[src/rtl/karplus_pluck_loader.sv]
// Loads a Karplus-Strong delay line with LFSR noise words, strobing each word
// with noise_pulse, then hands the latched tap/divisor to the synthesizer.
module karplus_pluck_loader #(
  parameter logic [15:0] LFSR_SEED  = 16'hACE1,
  parameter int unsigned PULSE_HALF = 4,
  parameter int unsigned MAX_LEN    = 700
) (
  input  logic        clk,
  input  logic        reset_n,
  input  logic        pluck_start,
  input  logic [9:0]  pluck_len,
  input  logic [9:0]  pluck_sel,
  input  logic [31:0] pluck_div,
  output logic [15:0] noise,
  output logic        noise_en,
  output logic        noise_pulse,
  output logic [9:0]  sel_nota,
  output logic [31:0] div_freq_in,
  output logic        busy,
  output logic        done,
  output logic        err
);

  localparam logic [15:0] SEED_EFF   = (LFSR_SEED == 16'h0000) ? 16'h0001 : LFSR_SEED;
  localparam logic [7:0]  PHASE_LAST = 8'(PULSE_HALF - 1);

  typedef enum logic [2:0] {IDLE, SETUP, HIGH, LOW, RELEASE} state_t;

  state_t      state_q, state_d;
  logic [7:0]  phase_q, phase_d;
  logic [9:0]  cnt_q, cnt_d;
  logic [9:0]  len_q, len_d;
  logic [9:0]  sel_q, sel_d;
  logic [31:0] div_q, div_d;

  logic [15:0] noise_d;
  logic        noise_en_d, noise_pulse_d, busy_d, done_d, err_d;
  logic [9:0]  sel_nota_d;
  logic [31:0] div_freq_in_d;

  logic        len_ok;
  logic        phase_last;
  logic [15:0] lfsr_step;

  assign len_ok     = (pluck_len != 10'd0) && (32'(pluck_len) <= MAX_LEN);
  assign phase_last = (phase_q == PHASE_LAST);
  assign lfsr_step  = {1'b0, noise[15:1]} ^ (noise[0] ? 16'hB400 : 16'h0000);

  // Next-state and next-output logic; every output is registered below.
  always_comb begin
    state_d       = state_q;
    phase_d       = phase_q;
    cnt_d         = cnt_q;
    len_d         = len_q;
    sel_d         = sel_q;
    div_d         = div_q;
    noise_d       = noise;
    noise_en_d    = noise_en;
    noise_pulse_d = noise_pulse;
    busy_d        = busy;
    done_d        = 1'b0;
    err_d         = 1'b0;
    sel_nota_d    = sel_nota;
    div_freq_in_d = div_freq_in;

    case (state_q)
      IDLE: begin
        if (pluck_start) begin
          if (len_ok) begin
            len_d      = pluck_len;
            sel_d      = pluck_sel;
            div_d      = pluck_div;
            cnt_d      = 10'd0;
            phase_d    = 8'd0;
            noise_en_d = 1'b1;
            busy_d     = 1'b1;
            state_d    = SETUP;
          end else begin
            err_d = 1'b1;
          end
        end
      end
      SETUP: begin
        if (phase_last) begin
          phase_d       = 8'd0;
          noise_pulse_d = 1'b1;
          state_d       = HIGH;
        end else begin
          phase_d = phase_q + 8'd1;
        end
      end
      HIGH: begin
        // The LFSR steps only on the falling side of the strobe, keeping noise
        // stable around every rising edge.
        if (phase_last) begin
          phase_d       = 8'd0;
          noise_pulse_d = 1'b0;
          cnt_d         = cnt_q + 10'd1;
          noise_d       = lfsr_step;
          state_d       = LOW;
        end else begin
          phase_d = phase_q + 8'd1;
        end
      end
      LOW: begin
        if (phase_last) begin
          phase_d = 8'd0;
          if (cnt_q == len_q) begin
            noise_en_d    = 1'b0;
            done_d        = 1'b1;
            sel_nota_d    = sel_q;
            div_freq_in_d = div_q;
            state_d       = RELEASE;
          end else begin
            noise_pulse_d = 1'b1;
            state_d       = HIGH;
          end
        end else begin
          phase_d = phase_q + 8'd1;
        end
      end
      RELEASE: begin
        busy_d  = 1'b0;
        state_d = IDLE;
      end
      default: begin
        state_d       = IDLE;
        noise_en_d    = 1'b0;
        noise_pulse_d = 1'b0;
        busy_d        = 1'b0;
      end
    endcase
  end

  always_ff @(posedge clk or negedge reset_n) begin
    if (!reset_n) begin
      state_q     <= IDLE;
      phase_q     <= 8'd0;
      cnt_q       <= 10'd0;
      len_q       <= 10'd0;
      sel_q       <= 10'd0;
      div_q       <= 32'd0;
      noise       <= SEED_EFF;
      noise_en    <= 1'b0;
      noise_pulse <= 1'b0;
      busy        <= 1'b0;
      done        <= 1'b0;
      err         <= 1'b0;
      sel_nota    <= 10'd0;
      div_freq_in <= 32'd0;
    end else begin
      state_q     <= state_d;
      phase_q     <= phase_d;
      cnt_q       <= cnt_d;
      len_q       <= len_d;
      sel_q       <= sel_d;
      div_q       <= div_d;
      noise       <= noise_d;
      noise_en    <= noise_en_d;
      noise_pulse <= noise_pulse_d;
      busy        <= busy_d;
      done        <= done_d;
      err         <= err_d;
      sel_nota    <= sel_nota_d;
      div_freq_in <= div_freq_in_d;
    end
  end

endmodule
[config.mk]
export PLATFORM = sky130hd
export DESIGN_NAME = karplus_pluck_loader
export DESIGN_NICKNAME = d
export VERILOG_FILES = /design/src/rtl/karplus_pluck_loader.sv
export SDC_FILE = /design/constraint.sdc
export NUM_CORES = 1
export LEC_CHECK = 0
export CAP_MARGIN = 20
export CORE_MARGIN = 2
export CORE_UTILIZATION = 52
export CTS_CLUSTER_SIZE = 20
export DETAILED_ROUTE_END_ITERATION = 8
export GPL_TIMING_DRIVEN = 0
export PLACE_DENSITY_LB_ADDON = 0.25
export SETUP_SLACK_MARGIN = 0.5
export SYNTH_ARGS = -nofsm -noshare
export SYNTH_HDL_FRONTEND = slang
export SYNTH_SLANG_ARGS = --single-unit
[constraint.sdc]
create_clock -name clk -period 2.25 [get_ports clk]
set_clock_uncertainty 0.15 [all_clocks]
set_input_delay 0.45 -clock clk [delete_from_list [all_inputs] [get_ports clk]]
set_output_delay 0.45 -clock clk [all_outputs]
set_load 0.02 [all_outputs]
==> results of run 1 <==
## power by group through the flow
stage          clock, mW  combinational (mW)  sequential [mW]
2_1_floorplan          0               0.452             2.81
3_3_place_gp           0               0.710             2.83
3_5_place_dp           0               0.746             2.84
6_report            2.72                1.03             2.84
5_1_grt             2.85                1.10             2.86
4_1_cts             2.72               0.802             2.81
## path summary, 6_finish.rpt
path                                                to  slack (ns)  cells past startpoint
setup reg to reg           div_freq_in[15]$_DFFE_PN0P_       -0.12                      6
max in group asynchronous         cnt_q[4]$_DFFE_PN0P_        0.77                      3
min in group asynchronous   div_freq_in[1]$_DFFE_PN0P_        0.35                      2
hold / removal                    len_q[3]$_DFFE_PN0P_        0.28                      2
setup / recovery           div_freq_in[15]$_DFFE_PN0P_       -0.12                      6
hold reg to reg                  noise[13]$_DFFE_PN1P_        0.33                      2
## sequential cells by signal, indices dropped and copies added, names as in the netlist, 3 cells and up
name	cells
sel_nota	10
cnt_q	10
div_freq_in	32
sel_q	10
phase_q	8
div_q	32
noise	16
state_q	3
len_q	10
## synthesized netlist by cell type, types with 3 or more instances
master	n	area (sq um)
clkbuf_1	4	15.0
mux2_4	40	601
dfstp_2	8	210
inv_1	7	26.3
nand4_1	4	25.0
xnor2_1	4	35.0
nor3_1	6	30.0
or4_1	4	30.0
buf_6	9	101
nor2_1	6	22.5
o22ai_1	4	25.0
o211ai_1	9	67.6
buf_4	13	97.6
xor2_1	11	96.3
nor4_1	6	37.5
nand3_1	10	50.1
and3_1	6	37.5
dfrtp_1	128	3200
buf_2	3	15.0
o21ai_0	9	45.0
nand2_1	20	75.1
mux2_2	67	754
## critical path, stage by stage, from the launching register on
cell and delay [ns]:
dfrtp_2 0.46, nand3b_1 0.29, nor3_1 0.45, nand4_4 0.23, buf_8 0.20, buf_12 0.15
mux2_4 0.31
## routing by layer
layer	track usage [%]	vias to the layer above	part of all wire [%]	wire length, microns
li1	-	1936	-	-
met1	32.4	2210	42	6890
met2	39.0	165	51	8420
met3	7.73	31	4.9	806
met4	8.64	0	2.2	368
met5	0	-	0	0
## final cells by class
cell class / count / area (sq um) / share of cell area, %
diodes: 1 / 2.50 / 0.0267
repair buffers: 191 / 2030 / 21.7
clock inverters: 4 / 70.1 / 0.747
inverters: 7 / 26.3 / 0.280
flip-flops and latches: 136 / 3420 / 36.4
clock buffers: 28 / 497 / 5.29
plain buffers: 29 / 389 / 4.15
well taps: 143 / 179 / 1.91
multi-input cells: 248 / 2770 / 29.5
## kinds of logic after synthesis
group,Yosys count,share of synthesized area [%]
DFF,136,56.8
xor gates and xnor gates,15,2.19
muxes,108,22.7
adders and majority gates,2,0.416
buffers and inverters,36,4.25
AOI/OAI and AO/OA,42,5.16
and+or+nand+nor,80,8.51
## per-stage QoR
step	utilization, %	total power [mW]	area (sq um)	hold slack (ns)	std cells
4_1_cts	76.7	6.33	8720	0.271	749
5_1_grt	82.5	6.81	9390	0.276	787
3_3_place_gp	67.1	3.54	7630	0.329	679
2_1_floorplan	-	3.27	6280	0.00441	419
3_5_place_dp	67.3	3.59	7650	0.203	680
6_report	82.5	6.58	9390	0.281	787
## what timing repair did
item | CTS | global route
hold endpoints to repair | 31 | 0
pin swaps | 13 | 23
hold buffers | 1 | 0
resized for setup | 187 | 108
endpoints found under the setup margin | 197 | 180
cloned | 6 | 7
buffers inserted | 30 | 30
==> key figures, run 1 <==
Floorplan
  • Area of the die: ~12000 sq um
  • Initial Util: between 50% and 60%
  • Row cnt: 39
  • Die width: 112 microns
  • Core ar.: about 11000 sq um
  • Die Y: ~110 microns
  • Ports: 118

Synthesis
  • Sequential area share after synthesis: between 50% and 60%
  • Avg Cell Area, Syn: 14.3 sq um
  • EDFF count, synth: 0
  • Post-Synthesis Cell Area: around 6000 sq um
  • Top_reg_cell synth: dfrtp_1
  • Yosys warns: 0
  • Mapped Nets: roughly 480
  • Seq cells post-synth: 136
  • Post-synth ARST share: between 90% and 100%
  • Synth cell types: between 50 and 60
  • Syn Inst Count: 419

Power and ir drop
  • Leak Pwr: roughly 4.6 nW
  • Internal power: just under 5 mW
  • Net Sw Power: roughly 1.8 mW
  • Worst IR Drop VDD: 0.917 mV
  • PD cells: 701 nW/um^2
  • Switching Share: roughly a quarter
  • Clock power share: between 40% and 50%
  • Gate power share: 15.6%
  • Seq pwr share: between 40% and 50%

Clocking
  • Clock Path Buffers: 2
  • CTS tree: done
  • Clock sinks: between 100 and 150
  • CTS root buffer: clkbuf_16
  • CTS H-Tree Depth: 4
  • Worst-skew pair later-pin latency: between 0.4 and 0.5 ns
  • CTS buffer count: 17
  • Clock transition at the registers of the reported paths: 0.06 ns

Setup path
  • Crit Path Max Fanout: 10
  • CP Data Required Time: ~2.4 ns
  • Worst r2r src: state_q[2]$_DFFE_PN0P_
  • Crit path DAT: between 2 and 3 ns
  • CP Capture Type: flip-flop
  • Worst setup SP type: flip-flop
  • Worst Setup Path Type: flip-flop to flip-flop
  • Critical Path Start: state_q[2]$_DFFE_PN0P_

Place
  • Pre-CTS setup slack: -0.597 ns
  • HPWL after detailed placement: roughly 8.7 mm
  • IO buf count: approximately 120
  • RePlAce Congestion: between 0.8 and 0.9

STA
  • Final setup margin: -0.118 ns
  • Fmax: roughly 420 MHz
  • Slew Limit Fails: 0
  • Final TNS setup: -3.62 ns
  • Slew HR: between 60% and 70%
  • Period minus WS final: 2.37 ns
  • RSZ-0062 raised after global routing: true
  • Worst Tran Pin Value: between 0.5 and 0.6 ns
  • Final setup viols: 42
  • Final period util: 105%
  • Fin. Hold Viols: 0

Hold path
  • Min-delay src: pluck_len[3]
  • Worst hold-check path type: input port to flip-flop

Global routing
  • Remaining global-route overflow: 0
  • Vias in the first global route: 4467
  • Global-route wire length before repair: about 24 mm
  • Initial antenna violation count: 1
  • Overall global routing resource usage: between 20% and 30%
  • Pin count of the biggest net entering global routing: 106

Route
  • Vias per cell: ~5.5
  • Wire per inst: between 20 and 25 microns
  • Drt pass-1 iters: 4
  • Initial DRC count: 310
  • Total Wirelength: around 16 mm
  • Detail Route Antenna Nets: 0
  • Total number of vias: about 4300
  • DRC: 0

Status
  • Outcome: finished, violations left
  • Failing checks: negative setup slack

Cells and area
  • Most frequent cells in the layout: 125 x dfrtp_1, 92 x mux2_4, 45 x buf_4
  • Share of cells above drive strength 1: approximately half
  • Most common cell after layout, fill and taps aside: dfrtp_1
  • Fill cell count: about 580
  • Final nets: 687
  • Area Growth Syn to Fin: 56.1%

Flow run
  • Max cap viols: 0
No activity file was read; power rests on OpenSTA's default activity.
==> inputs of run 2 (changes only) <==
Settings changed: ABC_CLOCK_PERIOD_IN_PS set to 2250, SLEW_MARGIN set to 20.
==> key figures, run 2 (synthesis results as in run 1) <==
Global routing
  • Pin count of the biggest net entering global routing: 106 (unchanged)
  • Vias in the first global route: 4567 (was 4467)
  • Remaining global-route overflow: 0 (unchanged)
  • Global-route wire length before repair: 25.4 mm (was 23.9 mm)
  • Overall global routing resource usage: 26.5% (was 24.6%)
  • Initial antenna violation count: 0 (was 1)

Floorplan
  • Area of the die: 12400 sq um (unchanged)
  • Core ar.: 11400 sq um (unchanged)
  • Initial Util: 52.9% (unchanged)
  • Die Y: 112 microns (unchanged)
  • Die width: 112 microns (unchanged)
  • Ports: 118 (unchanged)
  • Row cnt: 39 (unchanged)

Route
  • Detail Route Antenna Nets: 0 (unchanged)
  • DRC: 0 (unchanged)
  • Total Wirelength: 16.2 mm (was 16.5 mm)
  • Total number of vias: 4391 (was 4342)
  • Wire per inst: 20.7 microns (was 20.9 microns)
  • Initial DRC count: 319 (was 310)
  • Drt pass-1 iters: 4 (unchanged)
  • Vias per cell: 5.62 (was 5.52)

STA
  • Final setup viols: 0 (was 42)
  • Final setup margin: 0.0696 ns (was -0.118 ns)
  • Fmax: 459 MHz (was 422 MHz)
  • Final period util: 96.9% (was 105%)
  • Slew Limit Fails: 0 (unchanged)
  • Period minus WS final: 2.18 ns (was 2.37 ns)
  • RSZ-0062 raised after global routing: true (unchanged)
  • Slew HR: 65.2% (was 61.8%)
  • Final TNS setup: 0 ns (was -3.62 ns)
  • Fin. Hold Viols: 0 (unchanged)
  • Worst Tran Pin Value: 0.522 ns (was 0.571 ns)

Clocking
  • Clock sinks: 136 (unchanged)
  • Clock transition at the registers of the reported paths: 0.06 ns (about the same)
  • CTS root buffer: clkbuf_16 (unchanged)
  • CTS H-Tree Depth: 4 (unchanged)
  • Clock Path Buffers: 2 (unchanged)
  • Worst-skew pair later-pin latency: 0.43 ns (was 0.42 ns)
  • CTS buffer count: 17 (unchanged)
  • CTS tree: done (unchanged)

Place
  • Pre-CTS setup slack: -0.600 ns (was -0.597 ns)
  • RePlAce Congestion: 0.842 (unchanged)
  • HPWL after detailed placement: 8.79 mm (was 8.75 mm)
  • IO buf count: 117 (unchanged)

Setup path
  • CP Capture Type: flip-flop (unchanged)
  • Crit path DAT: 2.34 ns (was 2.52 ns)
  • CP Data Required Time: 2.41 ns (was 2.40 ns)
  • Worst path cell trace: xor2_1 > nor4_2 > nand4_4 > buf_12 > buf_12 > mux2_4 (was nand3b_1 > nor3_1 > nand4_4 > buf_8 > buf_12 > mux2_4)
  • Crit Path Max Fanout: 10 (unchanged)
  • Slowest cell on the critical path: dfrtp_2 (unchanged)
  • Worst setup SP type: flip-flop (unchanged)
  • Critical Path Most Common Cell: buf_12
  • Slowest cell delay on critical path: 0.45 ns (was 0.46 ns)
  • Worst Setup Path Type: flip-flop to flip-flop (unchanged)

Flow run
  • Max cap viols: 0 (unchanged)

Status
  • Outcome: completed (was finished, violations left)

Cells and area
  • Fill cell count: 563 (was 578)
  • Most common cell after layout, fill and taps aside: dfrtp_1 (unchanged)
  • N_diodes: 0 (was 1)
  • Area Growth Syn to Fin: 57.3% (was 56.1%)
  • Most frequent cells in the layout: 122 x dfrtp_1, 92 x mux2_4, 43 x clkdlybuf4s50_1 (was 125 x dfrtp_1, 92 x mux2_4, 45 x buf_4)
  • Regs by FF count: div_freq_in (32), div_q (32), noise (16) (unchanged)
  • Share of cells above drive strength 1: 50.5% (was 48.2%)
  • Final nets: 683 (was 687)

Hold path
  • Worst hold-check path type: input port to flip-flop (unchanged)

Power and ir drop
  • Total power draw: 6.74 mW (was 6.58 mW)
  • Leak Pwr: 4.54 nW (was 4.55 nW)
  • Worst IR Drop VDD: 1.05 mV (was 0.917 mV)
  • PD cells: 713 nW/um^2 (was 701 nW/um^2)
## run 2: cell types whose count changed in the layout (fill, tap and decap cells not counted), sizes merged
cell           previous run  this run
nand3                    12        11
clkinvlp                  0         8
clkbuf                   44        29
clkdlybuf4s15            38        43
bufinv                    2         4
diode                     1         0
dlygate4sd2              12        10
inv                       7         8
buf                     110       108
## run 2: critical path: cells and delay by family (launching register included)
family        cells  cell delay (ns)
mux               1             0.30
buf+inv           2             0.33
xor+xnor          1             0.20
flops             1             0.45
simple gates      2             0.62
## run 2: area by class of cell
| cell class | instances | area [sq um] | area share [%] |
|---|---|---|---|
| multi-input combinational | 247 | 2790 | 29.5 |
| clock inverter | 15 | 203 | 2.14 |
| timing repair buffer | 188 | 2000 | 21.2 |
| buffer | 29 | 409 | 4.33 |
| inverter | 7 | 26.3 | 0.278 |
| tap | 143 | 179 | 1.89 |
| clock buffer | 17 | 425 | 4.50 |
| sequential | 136 | 3420 | 36.2 |
## run 2: per-stage QoR
stage	cells	util [%]	hold slack, ns	cell area [sq um]
floorplan	419	-	0.00441	6280
global placement	679	67.1	0.329	7630
detailed placement	680	67.4	0.176	7660
CTS	757	79.4	0.270	9020
global route	782	83.2	0.296	9460
finish	782	83.2	0.289	9460
## run 2: worst paths after layout
path                                  startpoint                         end  slack, ns  cells past startpoint
max in group asynchronous                reset_n        cnt_q[4]$_DFFE_PN0P_       0.81                      3
max                         cnt_q[4]$_DFFE_PN0P_     sel_nota[6]$_DFFE_PN0P_       0.07                      6
min reg2reg                noise[13]$_DFFE_PN1P_       noise[13]$_DFFE_PN1P_       0.35                      2
min in group asynchronous                reset_n  div_freq_in[1]$_DFFE_PN0P_       0.33                      2
max reg2reg                 cnt_q[4]$_DFFE_PN0P_     sel_nota[6]$_DFFE_PN0P_       0.07                      6
min                                 pluck_len[4]        len_q[4]$_DFFE_PN0P_       0.29                      2
## run 2: what timing repair did
item / CTS / global route
gates resized for setup: 237 / 66
hold buffers: 1 / 0
endpoints found under the setup margin: 197 / 163
buffers inserted: 37 / 22
pin swaps: 26 / 16
hold endpoints to repair: 31 / 0
cloned: 7 / 3
## run 2: layer usage
layer / global-route usage [%] / wire length (microns) / up-vias
met1: 34.4 / 6560 / 2247
met5: 0 / 0 / -
met2: 43.5 / 8350 / 175
li1: - / - / 1930
met3: 5.72 / 787 / 39
met4: 11.0 / 474 / 0
## run 2: report_power, final
| part | total (mW) | internal [mW] | switching [mW] |
|---|---|---|---|
| combinational | 0.952 | 0.455 | 0.496 |
| sequential | 2.84 | 2.61 | 0.225 |
| clock | 2.95 | 1.85 | 1.10 |
==> inputs of run 3 (changes only) <==
Settings changed: REMOVE_ABC_BUFFERS set to 1.
==> key figures, run 3 (synthesis results as in run 1) <==
Place
  • RePlAce Congestion: 0.767 (was 0.842)
  • HPWL after detailed placement: 8.15 mm (was 8.79 mm)
  • IO buf count: 117 (unchanged)
  • Placed insts: 654 (was 680)

Route
  • Initial DRC count: 269 (was 319)
  • Vias per cell: 5.82 (was 5.62)
  • Drt pass-1 iters: 5 (was 4)
  • Total number of vias: 4372 (was 4391)
  • Wire per inst: 21.5 microns (was 20.7 microns)
  • DRC: 0 (unchanged)
  • Detail Route Antenna Nets: 0 (unchanged)
  • Total Wirelength: 16.2 mm (about the same)

Cells and area
  • Post-layout util: 78.2% (was 83.2%)
  • Most frequent cells in the layout: 124 x dfrtp_1, 66 x mux2_4, 43 x clkdlybuf4s50_1 (was 122 x dfrtp_1, 92 x mux2_4, 43 x clkdlybuf4s50_1)
  • Most common cell after layout, fill and taps aside: dfrtp_1 (unchanged)
  • Area Growth Syn to Fin: 47.9% (was 57.3%)
  • Final nets: 652 (was 683)
  • Regs by FF count: div_freq_in (32), div_q (32), noise (16) (unchanged)
  • Final cell count without fillers: 751 (was 782)
  • N_diodes: 0 (unchanged)
  • Share of cells above drive strength 1: 48.4% (was 50.5%)

Status
  • Outcome: finished, violations left (was completed)
  • Failing checks: negative setup slack

Hold path
  • Hold Path Depth: 2 (unchanged)
  • Endpoint, Worst Hold: len_q[7]$_DFFE_PN0P_ (was len_q[4]$_DFFE_PN0P_)
  • Min-delay src: pluck_len[7] (was pluck_len[4])
  • Worst hold-check path type: input port to flip-flop (unchanged)

Global routing
  • Met2 Track Usage GR: 42.0% (was 43.5%)
  • Remaining global-route overflow: 0 (unchanged)
  • Overall global routing resource usage: 25.0% (was 26.5%)
  • Vias in the first global route: 4684 (was 4567)
  • Global-route wire length before repair: 24.4 mm (was 25.4 mm)
  • M1 GR Usage: 29.9% (was 34.4%)
  • Pin count of the biggest net entering global routing: 82 (was 106)
  • Most Crowded Layer GR: met2 (unchanged)
  • Met3 Use GR: 8.22% (was 5.72%)
  • Initial antenna violation count: 0 (unchanged)

Clocking
  • Worst-skew pair later-pin latency: 0.42 ns (was 0.43 ns)
  • Clock transition at the registers of the reported paths: 0.06 ns (about the same)
  • CTS H-Tree Depth: 4 (unchanged)
  • CTS buffer count: 17 (unchanged)
  • Clock Path Buffers: 2 (unchanged)
  • CTS tree: done (unchanged)
  • Clock sinks: 136 (unchanged)
  • CTS root buffer: clkbuf_16 (unchanged)

Setup path
  • Critical path buffers and inverters: 3 (was 2)
  • Worst setup SP type: flip-flop (unchanged)
  • Crit Path Max Fanout: 6 (was 10)
  • Slowest cell delay on critical path: 0.40 ns (was 0.45 ns)
  • Worst r2r src: state_q[0]$_DFFE_PN0P_ (was cnt_q[4]$_DFFE_PN0P_)
  • Crit path DAT: 2.42 ns (was 2.34 ns)
  • Cell count of the worst reg-to-reg path: 7 (was 6)
  • Worst Setup Path Type: flip-flop to flip-flop (unchanged)
  • Worst path cell trace: buf_4 > nand3b_1 > nor3_1 > nand4_4 > buf_6 > clkbuf_16 > mux2_4 (was xor2_1 > nor4_2 > nand4_4 > buf_12 > buf_12 > mux2_4)
  • Crit path max-delay family: simple AND/OR/NAND/NOR gates (unchanged)
  • CP Data Required Time: 2.41 ns (about the same)
  • CP Capture Type: flip-flop (unchanged)
  • Critical R2R Capture: div_freq_in[18]$_DFFE_PN0P_ (was sel_nota[6]$_DFFE_PN0P_)
  • R2r setup slk: -0.02 ns (was 0.07 ns)
  • Slowest cell on the critical path: dfrtp_2 (unchanged)

Floorplan
  • Area of the die: 12400 sq um (unchanged)
  • Initial Util: 52.9% (unchanged)
  • Ports: 118 (unchanged)
  • Die width: 112 microns (unchanged)
  • Core ar.: 11400 sq um (unchanged)
  • Die Y: 112 microns (unchanged)
  • Row cnt: 39 (unchanged)

STA
  • Worst Tran Pin Value: 0.596 ns (was 0.522 ns)
  • Final setup viols: 12 (was 0)
  • Period minus WS final: 2.27 ns (was 2.18 ns)
  • Slew HR: 60.1% (was 65.2%)
  • Final setup margin: -0.0171 ns (was 0.0696 ns)
  • RSZ-0062 raised after global routing: true (unchanged)
  • Fin. Hold Viols: 0 (unchanged)
  • Final period util: 101% (was 96.9%)
  • Fmax: 441 MHz (was 459 MHz)
  • Slew Limit Fails: 0 (unchanged)

Power and ir drop
  • Worst IR Drop VDD: 0.617 mV (was 1.05 mV)
  • PD cells: 750 nW/um^2 (was 713 nW/um^2)
  • Leak Pwr: 4.26 nW (was 4.54 nW)

Flow run
  • Max cap viols: 0 (unchanged)
-- run 3: cell type report --
| cell class | instances | area (sq um) |
|---|---|---|
| sequential | 136 | 3420 |
| multi-input combinational | 251 | 2770 |
| fill | 666 | 2480 |
| timing repair buffer | 182 | 1900 |
| clock buffer | 20 | 467 |
| tap | 143 | 179 |
| clock inverter | 12 | 125 |
| inverter | 7 | 26.3 |
-- run 3: how the worst max path moves through the flow --
stage                             endpoint                    from  cells after the start
3_3_place_gp          div_q[4]$_DFFE_PN0P_                 reset_n                      1
2_1_floorplan   div_freq_in[0]$_DFFE_PN0P_  phase_q[0]$_DFFE_PN0P_                      5
5_1_grt        div_freq_in[18]$_DFFE_PN0P_  state_q[0]$_DFFE_PN0P_                      7
6_report       div_freq_in[18]$_DFFE_PN0P_  state_q[0]$_DFFE_PN0P_                      7
4_1_cts              div_q[28]$_DFFE_PN0P_  state_q[2]$_DFFE_PN0P_                      7
3_5_place_dp          sel_q[3]$_DFFE_PN0P_            pluck_len[6]                      7
-- run 3: report_power, final --
group / total (mW) / switching (mW) / internal, mW
registers: 2.82 / 0.213 / 2.61
logic: 1.08 / 0.590 / 0.487
clock network: 2.77 / 1.06 / 1.71
-- run 3: per-layer routing --
layer  vias up  wire [microns]
li1       1886               -
met4         0             377
met3        42            1220
met2       208            8500
met1      2236            6070
met5         -               0
-- run 3: metrics by stage --
step / worst slack, ns / TNS (ns) / power (mW) / instance area [sq um] / hold WS (ns)
floorplan: -0.346 / -27.94 / 3.23 / 5780 / 0.00441
global placement: -4.68 / -737.17 / 3.50 / 7130 / 0.322
detailed placement: -0.900 / -61.40 / 3.55 / 7240 / 0.257
CTS: 0.0805 / 0 / 6.47 / 8500 / 0.266
global route: -0.0779 / -2.45 / 6.92 / 8890 / 0.178
finish: -0.0171 / -0.0708 / 6.67 / 8890 / 0.186
-- run 3: timing repair --
item / 4_1_cts / 5_1_grt
gates cloned: 7 / 4
hold endpoints to repair: 47 / 0
hold buffers: 1 / 0
gates resized for setup: 186 / 113
pin swaps: 20 / 27
setup buffers: 44 / 9
setup endpoints to repair: 196 / 182
